### src/rtl/insn_decode_stage_pkg.sv
// Shared ISA definitions for the decode stage: instruction kinds, the decoded
// entry layout, field positions derived from the instruction width and fixed encodings.
package insn_decode_stage_pkg;

    localparam int INSN_WIDTH_DEF = 16;
    localparam int DATA_WIDTH_DEF = 16;
    localparam int REG_WIDTH_DEF  = 4;
    localparam int FUNC_WIDTH_DEF = 5;
    localparam int NUM_FUNCS_DEF  = 18;

    localparam int FUNC_FIRST = 0;
    localparam int FUNC_LAST  = NUM_FUNCS_DEF - 1;

    localparam int HLT_INSN = 0;
    localparam int NOP_INSN = 1;

    typedef enum logic [2:0] {
        KIND_SET = 3'd0,
        KIND_BRJ = 3'd1,
        KIND_OP  = 3'd2,
        KIND_NOP = 3'd3,
        KIND_HLT = 3'd4,
        KIND_ILL = 3'd5
    } insn_kind_t;

    typedef enum logic {
        ST_RUN    = 1'b0,
        ST_HALTED = 1'b1
    } stage_state_t;

    typedef struct packed {
        insn_kind_t                kind;
        logic [REG_WIDTH_DEF-1:0]  reg_a;
        logic [REG_WIDTH_DEF-1:0]  reg_b;
        logic [FUNC_WIDTH_DEF-1:0] func;
        logic [DATA_WIDTH_DEF-1:0] immd;
        logic                      is_branch;
        logic                      relative;
        logic [DATA_WIDTH_DEF-1:0] pc;
    } decoded_insn_t;

    // Field positions, all measured from the top of a w-bit instruction word.
    function automatic int set_reg_lsb(input int w);  return w - 5;  endfunction
    function automatic int set_imm_w(input int w);    return w - 5;  endfunction
    function automatic int brj_imm_w(input int w);    return w - 4;  endfunction
    function automatic int op_reg_a_lsb(input int w); return w - 7;  endfunction
    function automatic int op_reg_b_lsb(input int w); return w - 11; endfunction

endpackage

### src/rtl/insn_decode_stage_if.sv
// Fetch-side and execute-side signals of the decode stage; master drives
// instructions and consumes entries, slave is the stage itself.
import insn_decode_stage_pkg::*;

interface insn_decode_stage_if #(
    parameter int INSN_WIDTH = 16,
    parameter int DATA_WIDTH = 16,
    parameter int REG_WIDTH  = 4,
    parameter int FUNC_WIDTH = 5
);
    // Handshake: a word moves on any rising edge where valid && ready; the
    // sender holds valid and data until then, and ready never depends on valid.
    logic                  in_valid;
    logic [INSN_WIDTH-1:0] in_insn;
    logic [DATA_WIDTH-1:0] in_pc;
    logic                  in_ready;
    logic                  flush;
    logic                  resume;
    logic                  out_valid;
    logic                  out_ready;
    insn_kind_t            out_kind;
    logic [REG_WIDTH-1:0]  out_reg_a;
    logic [REG_WIDTH-1:0]  out_reg_b;
    logic [FUNC_WIDTH-1:0] out_func;
    logic [DATA_WIDTH-1:0] out_immd;
    logic                  out_is_branch;
    logic                  out_relative;
    logic [DATA_WIDTH-1:0] out_pc;
    logic                  halted;

    modport master (
        output in_valid, in_insn, in_pc, flush, resume, out_ready,
        input  in_ready, out_valid, out_kind, out_reg_a, out_reg_b, out_func,
               out_immd, out_is_branch, out_relative, out_pc, halted
    );

    modport slave (
        input  in_valid, in_insn, in_pc, flush, resume, out_ready,
        output in_ready, out_valid, out_kind, out_reg_a, out_reg_b, out_func,
               out_immd, out_is_branch, out_relative, out_pc, halted
    );
endinterface

### src/rtl/insn_decode_stage_field_decoder.sv
// Combinational classification of one raw instruction word into a decoded entry;
// fields a kind does not use stay zero.
import insn_decode_stage_pkg::*;

module insn_field_decoder #(
    parameter int INSN_WIDTH = 16,
    parameter int DATA_WIDTH = 16,
    parameter int REG_WIDTH  = 4,
    parameter int FUNC_WIDTH = 5,
    parameter int NUM_FUNCS  = 18
) (
    input  logic [INSN_WIDTH-1:0] insn,
    input  logic [DATA_WIDTH-1:0] pc,
    output decoded_insn_t         dec
);
    localparam int SET_REG_LSB  = set_reg_lsb(INSN_WIDTH);
    localparam int SET_IMM_W    = set_imm_w(INSN_WIDTH);
    localparam int BRJ_IMM_W    = brj_imm_w(INSN_WIDTH);
    localparam int OP_REG_A_LSB = op_reg_a_lsb(INSN_WIDTH);
    localparam int OP_REG_B_LSB = op_reg_b_lsb(INSN_WIDTH);

    logic [2:0] cls;
    assign cls = insn[INSN_WIDTH-1 -: 3];

    always_comb begin
        dec    = '0;
        dec.pc = pc;
        if (cls[2]) begin
            dec.kind  = KIND_SET;
            dec.reg_a = insn[SET_REG_LSB +: REG_WIDTH];
            dec.immd  = {{(DATA_WIDTH-SET_IMM_W){1'b0}}, insn[SET_IMM_W-1:0]};
        end else if (cls[1]) begin
            dec.kind      = KIND_BRJ;
            dec.is_branch = insn[INSN_WIDTH-3];
            dec.relative  = insn[INSN_WIDTH-4];
            // Relative targets are signed offsets; absolute targets are plain addresses.
            if (insn[INSN_WIDTH-4])
                dec.immd = {{(DATA_WIDTH-BRJ_IMM_W){insn[BRJ_IMM_W-1]}}, insn[BRJ_IMM_W-1:0]};
            else
                dec.immd = {{(DATA_WIDTH-BRJ_IMM_W){1'b0}}, insn[BRJ_IMM_W-1:0]};
        end else if (cls[0]) begin
            if (int'(insn[FUNC_WIDTH-1:0]) < NUM_FUNCS) begin
                dec.kind  = KIND_OP;
                dec.reg_a = insn[OP_REG_A_LSB +: REG_WIDTH];
                dec.reg_b = insn[OP_REG_B_LSB +: REG_WIDTH];
                dec.func  = insn[FUNC_WIDTH-1:0];
            end else begin
                dec.kind = KIND_ILL;
            end
        end else if (insn == INSN_WIDTH'(HLT_INSN)) begin
            dec.kind = KIND_HLT;
        end else if (insn == INSN_WIDTH'(NOP_INSN)) begin
            dec.kind = KIND_NOP;
        end else begin
            dec.kind = KIND_ILL;
        end
    end
endmodule

### src/rtl/insn_decode_stage.sv
// Registered decode stage: field decoder at the input, output register plus one
// skid entry, and a RUN/HALTED FSM that stops acceptance after HLT.
import insn_decode_stage_pkg::*;

module insn_decode_stage #(
    parameter int INSN_WIDTH = 16,
    parameter int DATA_WIDTH = 16,
    parameter int REG_WIDTH  = 4,
    parameter int FUNC_WIDTH = 5,
    parameter int NUM_FUNCS  = 18
) (
    input logic                 clk,
    input logic                 rst_n,
    insn_decode_stage_if.slave  bus
);
    decoded_insn_t dec;
    decoded_insn_t out_q;
    decoded_insn_t skid_q;
    logic          out_valid_q;
    logic          skid_valid_q;
    logic          skid_valid_d;
    logic          in_ready_q;
    logic          accept;
    logic          out_free;
    stage_state_t  state_q;
    stage_state_t  state_d;

    insn_field_decoder #(
        .INSN_WIDTH (INSN_WIDTH),
        .DATA_WIDTH (DATA_WIDTH),
        .REG_WIDTH  (REG_WIDTH),
        .FUNC_WIDTH (FUNC_WIDTH),
        .NUM_FUNCS  (NUM_FUNCS)
    ) u_field_decoder (
        .insn (bus.in_insn),
        .pc   (bus.in_pc),
        .dec  (dec)
    );

    // A word arriving alongside a flush is dropped.
    assign accept   = bus.in_valid && in_ready_q && !bus.flush;
    assign out_free = !out_valid_q || bus.out_ready;

    always_ff @(posedge clk or negedge rst_n) begin
        if (!rst_n) state_q <= ST_RUN;
        else        state_q <= state_d;
    end

    always_comb begin
        state_d = state_q;
        case (state_q)
            ST_RUN:    if (accept && dec.kind == KIND_HLT) state_d = ST_HALTED;
            ST_HALTED: if (bus.resume) state_d = ST_RUN;
            default:   state_d = ST_RUN;
        endcase
    end

    always_comb begin
        bus.halted = (state_q == ST_HALTED);
    end

    always_comb begin
        skid_valid_d = skid_valid_q;
        if (bus.flush)    skid_valid_d = 1'b0;
        else if (out_free) skid_valid_d = skid_valid_q && accept;
        else              skid_valid_d = skid_valid_q || accept;
    end

    // in_ready is precomputed from next-cycle occupancy so out_ready never reaches it combinationally.
    always_ff @(posedge clk or negedge rst_n) begin
        if (!rst_n) begin
            out_valid_q  <= 1'b0;
            skid_valid_q <= 1'b0;
            in_ready_q   <= 1'b0;
            out_q        <= '0;
            skid_q       <= '0;
        end else begin
            skid_valid_q <= skid_valid_d;
            in_ready_q   <= !skid_valid_d && (state_d == ST_RUN);
            if (bus.flush) begin
                out_valid_q <= 1'b0;
            end else if (out_free) begin
                if (skid_valid_q) begin
                    out_valid_q <= 1'b1;
                    out_q       <= skid_q;
                end else begin
                    out_valid_q <= accept;
                    if (accept) out_q <= dec;
                end
            end
            if (accept && (skid_valid_q || !out_free)) skid_q <= dec;
        end
    end

    assign bus.in_ready      = in_ready_q;
    assign bus.out_valid     = out_valid_q;
    assign bus.out_kind      = out_q.kind;
    assign bus.out_reg_a     = out_q.reg_a;
    assign bus.out_reg_b     = out_q.reg_b;
    assign bus.out_func      = out_q.func;
    assign bus.out_immd      = out_q.immd;
    assign bus.out_is_branch = out_q.is_branch;
    assign bus.out_relative  = out_q.relative;
    assign bus.out_pc        = out_q.pc;
endmodule

### src/flat_wrapper.sv
// flat-port wrapper written by rule: the top's interface ports become plain ports
module insn_decode_stage_flat 
#(
    parameter int INSN_WIDTH = 16,
    parameter int DATA_WIDTH = 16,
    parameter int REG_WIDTH  = 4,
    parameter int FUNC_WIDTH = 5,
    parameter int NUM_FUNCS  = 18
)
  (clk, rst_n, bus_in_valid, bus_in_insn, bus_in_pc, bus_flush, bus_resume, bus_out_ready, bus_in_ready, bus_out_valid, bus_out_kind, bus_out_reg_a, bus_out_reg_b, bus_out_func, bus_out_immd, bus_out_is_branch, bus_out_relative, bus_out_pc, bus_halted);
  insn_decode_stage_if #(.INSN_WIDTH(INSN_WIDTH), .DATA_WIDTH(DATA_WIDTH), .REG_WIDTH(REG_WIDTH), .FUNC_WIDTH(FUNC_WIDTH)) bus_i ();
  input logic clk;
  input logic rst_n;
  input wire logic [$bits(bus_i.in_valid)-1:0] bus_in_valid;
  input wire logic [$bits(bus_i.in_insn)-1:0] bus_in_insn;
  input wire logic [$bits(bus_i.in_pc)-1:0] bus_in_pc;
  input wire logic [$bits(bus_i.flush)-1:0] bus_flush;
  input wire logic [$bits(bus_i.resume)-1:0] bus_resume;
  input wire logic [$bits(bus_i.out_ready)-1:0] bus_out_ready;
  output wire logic [$bits(bus_i.in_ready)-1:0] bus_in_ready;
  output wire logic [$bits(bus_i.out_valid)-1:0] bus_out_valid;
  output wire logic [$bits(bus_i.out_kind)-1:0] bus_out_kind;
  output wire logic [$bits(bus_i.out_reg_a)-1:0] bus_out_reg_a;
  output wire logic [$bits(bus_i.out_reg_b)-1:0] bus_out_reg_b;
  output wire logic [$bits(bus_i.out_func)-1:0] bus_out_func;
  output wire logic [$bits(bus_i.out_immd)-1:0] bus_out_immd;
  output wire logic [$bits(bus_i.out_is_branch)-1:0] bus_out_is_branch;
  output wire logic [$bits(bus_i.out_relative)-1:0] bus_out_relative;
  output wire logic [$bits(bus_i.out_pc)-1:0] bus_out_pc;
  output wire logic [$bits(bus_i.halted)-1:0] bus_halted;
  assign bus_i.in_valid = bus_in_valid;
  assign bus_i.in_insn = bus_in_insn;
  assign bus_i.in_pc = bus_in_pc;
  assign bus_i.flush = bus_flush;
  assign bus_i.resume = bus_resume;
  assign bus_i.out_ready = bus_out_ready;
  assign bus_in_ready = bus_i.in_ready;
  assign bus_out_valid = bus_i.out_valid;
  assign bus_out_kind = bus_i.out_kind;
  assign bus_out_reg_a = bus_i.out_reg_a;
  assign bus_out_reg_b = bus_i.out_reg_b;
  assign bus_out_func = bus_i.out_func;
  assign bus_out_immd = bus_i.out_immd;
  assign bus_out_is_branch = bus_i.out_is_branch;
  assign bus_out_relative = bus_i.out_relative;
  assign bus_out_pc = bus_i.out_pc;
  assign bus_halted = bus_i.halted;
  insn_decode_stage #(.INSN_WIDTH(INSN_WIDTH), .DATA_WIDTH(DATA_WIDTH), .REG_WIDTH(REG_WIDTH), .FUNC_WIDTH(FUNC_WIDTH), .NUM_FUNCS(NUM_FUNCS)) u_core (.clk(clk), .rst_n(rst_n), .bus(bus_i));
endmodule
### config.mk
export PLATFORM = sky130hd
export DESIGN_NAME = insn_decode_stage_flat
export DESIGN_NICKNAME = d
export VERILOG_FILES = /design/src/rtl/insn_decode_stage_pkg.sv /design/src/rtl/insn_decode_stage_if.sv /design/src/rtl/insn_decode_stage_field_decoder.sv /design/src/rtl/insn_decode_stage.sv /design/src/flat_wrapper.sv
export SDC_FILE = /design/constraint.sdc
export NUM_CORES = 1
export LEC_CHECK = 0
export BUFFER_PORTS_ARGS = -buffer_cell sky130_fd_sc_hd__buf_2
export CAP_MARGIN = 0
export CORE_MARGIN = 3
export CORE_UTILIZATION = 45
export DETAILED_ROUTE_END_ITERATION = 8
export GPL_ROUTABILITY_DRIVEN = 0
export GPL_TIMING_DRIVEN = 1
export PLACE_DENSITY = 0.68
export SETUP_SLACK_MARGIN = 0.4
export SKIP_CTS_REPAIR_TIMING = 1
export SYNTH_ARGS = -nofsm -noshare
export SYNTH_HDL_FRONTEND = slang
export SYNTH_SLANG_ARGS = --single-unit
### constraint.sdc
create_clock -name clk -period 2.1 [get_ports clk]
set_clock_uncertainty 0.05 [all_clocks]
set_input_delay 0.21 -clock clk [delete_from_list [all_inputs] [get_ports clk]]
set_output_delay 0.21 -clock clk [all_outputs]
set_load 0.02 [all_outputs]
==> results.yml <==
outcome:
  result_of_the_run: "complete, no violations"
critical_path:
  crit_path_top_delay_cell: "sky130_fd_sc_hd__dfrtp_2"
  worst_path_largest_cell_delay_ns: 0.43
  criticalPathCategory: "flip-flop to flip-flop"
  cp_max_fo: 17
  worstPathCellList: "buf_4 -> o21ai_4 -> buf_6 -> mux2_2"
  timing.critical_path.buf_inv: 2
  data_required_time_at_the_worst_endpoint_ns: 2.30
  critPathTopFamily: "buffers and inverters"
  worstSetupStartpointType: "flip-flop"
  worst_setup_path_end_kind: "flip-flop"
  worstPathArrival_ns: 1.83
clock_tree:
  clk_transition_reported_paths_ns: 0.11
  tritoncts: "yes"
  insertion_delay_ns: 0.37
  cts-buffers-inserted: 9
  clock_tree.root_cell: "sky130_fd_sc_hd__clkbuf_8"
  htree_levels: 3
  clock_sinks: 98
  max-clock-path-buffers: 2
die:
  start_util: 0.465
  design.die.area_sq_um: 10900
  die_w_microns: 104
  num_rows: 35
  core_region_area_sq_um: 9330
  ioPinCount: 91
  fp.dieH_microns: 104
sta:
  final.setup.tns_ns: 0
  setup_viol: 0
  hold_slack_ns: 0.0314
  unrepaired_setup_endpoints_after_global_routing: "no"
  tightestPinTransition_ns: 0.542
  fin_crit_ns: 1.63
  max_clock_freq_mhz: 615
  final-max-slew-violation-count: 0
  timing.final.ws_setup_ns: 0.473
  timing.final.crit_share: 0.775
  slew-limit-headroom: 0.639
  timing_hold_violations_final: 0
drt:
  post_drt_wl_per_cell_microns: 14.9
  antenna_left: 0
  avgViaCountPerCell: 5.14
  route.final.wire_length_microns: 9690
  via_total_after_detailed_routing: 3338
  route.detailed.drc: 0
  detailedRoute.firstPassIterationCount: 4
  drt_iter0_markers: 104
global_routing:
  global_route.usage.total: 0.182
  grt_antenna_before_repair: 0
  grt_overflow: 0
  grt_start_max_net_pins: 63
  grt_pass1_vias: 3294
  grt_first_pass_wirelength_microns: 16200
placement:
  detailedPlacementHpwl_microns: 6830
  placement.io_buffers: 90
  detailedPlace.worstSlack_ns: 0.281
synthesis:
  synth_edf_count: 0
  syn_area_sq_um: 4340
  syn-mean-instance-area_sq_um: 9.91
  synth.net_count: 476
  ys_seq_area_frac: 0.565
  synth-seq-cells: 98
  primary_flip_flop_cell_chosen_by_synthesis_mapping: "sky130_fd_sc_hd__dfrtp_1"
  synth-async-reset-ratio: 1.00
  yosysWarnings: 0
  post_synth_num_cell_types: 38
  synthCells: 438
pwr:
  internal-power_mw: 3.12
  power_switching_mw: 1.54
  power.density_cell_area_nw_per_um2: 907
  worst_ir_drop_vdd_v: 0.000344
  share_comb_of_total_power: 0.226
  sw_frac_of_total: 0.331
  static-leakage-power_nw: 2.36
  power_mw: 4.66
  power.share.clock: 0.247
  power_frac_seq: 0.527
final_layout:
  number_of_filler_cells_placed_in_the_layout: 879
  num_antenna_cells: 0
  drive_gt1_frac: 0.273
  ff_latch_area_sq_um: 2450
  finish.net_count: 554
  utilization_of_the_core_after_routing: 0.551
  syn_to_final_growth_pct: 18.3
  multi_input_comb_area_sq_um: 1730
run:
  maximum_capacitance_violations: 0
hold_path:
  holdCritPathClass: "input port to flip-flop"
-- final cells by class --
| cell class | instances | area share |
|---|---|---|
| clock inverter | 7 | 0.0117 |
| sequential | 98 | 0.478 |
| multi-input combinational | 303 | 0.337 |
| timing repair buffer | 102 | 0.117 |
| inverter | 2 | 0.00146 |
| tap | 129 | 0.0314 |
| clock buffer | 9 | 0.0241 |
-- logic make-up (layout without fill, tap and decap cells) --
family                     after synthesis  after routing  share of synthesized area
and+or+nand+nor                        141            141                      0.149
AOI/OAI and AO/OA                      129            129                      0.165
DFF                                     98             98                      0.565
buffers and inverters                   37            120                     0.0409
muxes                                   32             32                     0.0784
adders and majority gates                1              1                    0.00231
-- final timing paths --
| path | startpoint | end | slack (ns) | cells past startpoint |
|---|---|---|---|---|
| min | bus_in_pc[5] | u_core.skid_q[5] | 0.03 | 2 |
| min reg2reg | u_core.bus.out_immd[8] | u_core.bus.out_immd[8] | 0.43 | 2 |
| max reg2reg | u_core.skid_valid_q | u_core.skid_q[12] | 0.47 | 4 |
| max in group asynchronous | rst_n | u_core.bus.out_kind[1] | 1.16 | 3 |
| max | u_core.skid_valid_q | u_core.skid_q[12] | 0.47 | 4 |
| min in group asynchronous | rst_n | u_core.bus.out_pc[5] | 0.26 | 2 |
-- cell usage in the layout, fill, tap and decap left out, types with 9 or more instances in the layout --
| cell | synthesis | layout |
|---|---|---|
| sky130_fd_sc_hd__a21oi_1 | 33 | 33 |
| sky130_fd_sc_hd__buf_2 | 18 | 89 |
| sky130_fd_sc_hd__clkbuf_8 | 0 | 9 |
| sky130_fd_sc_hd__dfrtp_1 | 98 | 97 |
| sky130_fd_sc_hd__mux2_2 | 16 | 16 |
| sky130_fd_sc_hd__mux2i_1 | 16 | 16 |
| sky130_fd_sc_hd__nand2_1 | 76 | 76 |
| sky130_fd_sc_hd__nand3b_1 | 9 | 9 |
| sky130_fd_sc_hd__nor2_1 | 27 | 27 |
| sky130_fd_sc_hd__o21ai_0 | 63 | 63 |
| sky130_fd_sc_hd__o21ai_1 | 9 | 9 |
-- per-stage QoR --
step,area [sq um],instances
final,5140,650
after global routing,5140,650
after CTS,5110,648
after detailed placement,4920,632
after global placement,4920,632
after floorplan,4340,438
-- state kept, by name, summed over array words and instances (netlist names) --
| signal | count |
|---|---|
| u_core.bus.out_relative | 1 |
| u_core.bus.out_reg_b | 4 |
| u_core.skid_valid_q | 1 |
| u_core.bus.out_reg_a | 4 |
| u_core.bus.out_func | 5 |
| u_core.bus.out_kind | 3 |
| u_core.bus.out_valid | 1 |
| u_core.bus.out_pc | 16 |
| u_core.skid_q | 47 |
| u_core.bus.halted | 1 |
| u_core.bus.out_is_branch | 1 |
| u_core.bus.in_ready | 1 |
| u_core.bus.out_immd | 13 |
-- per-layer routing --
layer  vias up  wire length (microns)  share of wire  GRT usage
li1       1666                      -              -          -
met1      1601                   4400           0.45      0.247
met2        58                   4800           0.50      0.299
met3        13                    342          0.035     0.0304
met4         0                    146          0.015     0.0627
met5         -                      0              0          0
-- power by group through the flow --
stage,Sequential [mW],Clock [mW],Combinational [mW]
after CTS,2.46,1.17,1.07
final,2.46,1.15,1.05
after floorplan,2.68,0,0.464
after detailed placement,2.50,0,1.06
after global routing,2.51,1.24,1.17
after global placement,2.48,0,1.03
-- Yosys cell counts, types with 3 or more instances --
cell / instances / share of area
sky130_fd_sc_hd__a21oi_1: 33 / 0.038
sky130_fd_sc_hd__mux2i_1: 16 / 0.037
sky130_fd_sc_hd__nand3_1: 8 / 0.0092
sky130_fd_sc_hd__o21ai_0: 63 / 0.073
sky130_fd_sc_hd__nand4_1: 4 / 0.0058
sky130_fd_sc_hd__clkbuf_1: 12 / 0.010
sky130_fd_sc_hd__a22oi_1: 4 / 0.0069
sky130_fd_sc_hd__nand3b_1: 9 / 0.016
sky130_fd_sc_hd__o21a_1: 4 / 0.0069
sky130_fd_sc_hd__dfrtp_1: 98 / 0.57
sky130_fd_sc_hd__nand2_1: 76 / 0.066
sky130_fd_sc_hd__o211ai_1: 8 / 0.014
sky130_fd_sc_hd__buf_4: 4 / 0.0069
sky130_fd_sc_hd__buf_2: 18 / 0.021
sky130_fd_sc_hd__o21ai_1: 9 / 0.010
sky130_fd_sc_hd__nor2_1: 27 / 0.023
sky130_fd_sc_hd__nor2b_1: 3 / 0.0043
sky130_fd_sc_hd__mux2_2: 16 / 0.042
No activity file was read; power rests on OpenSTA's default activity.
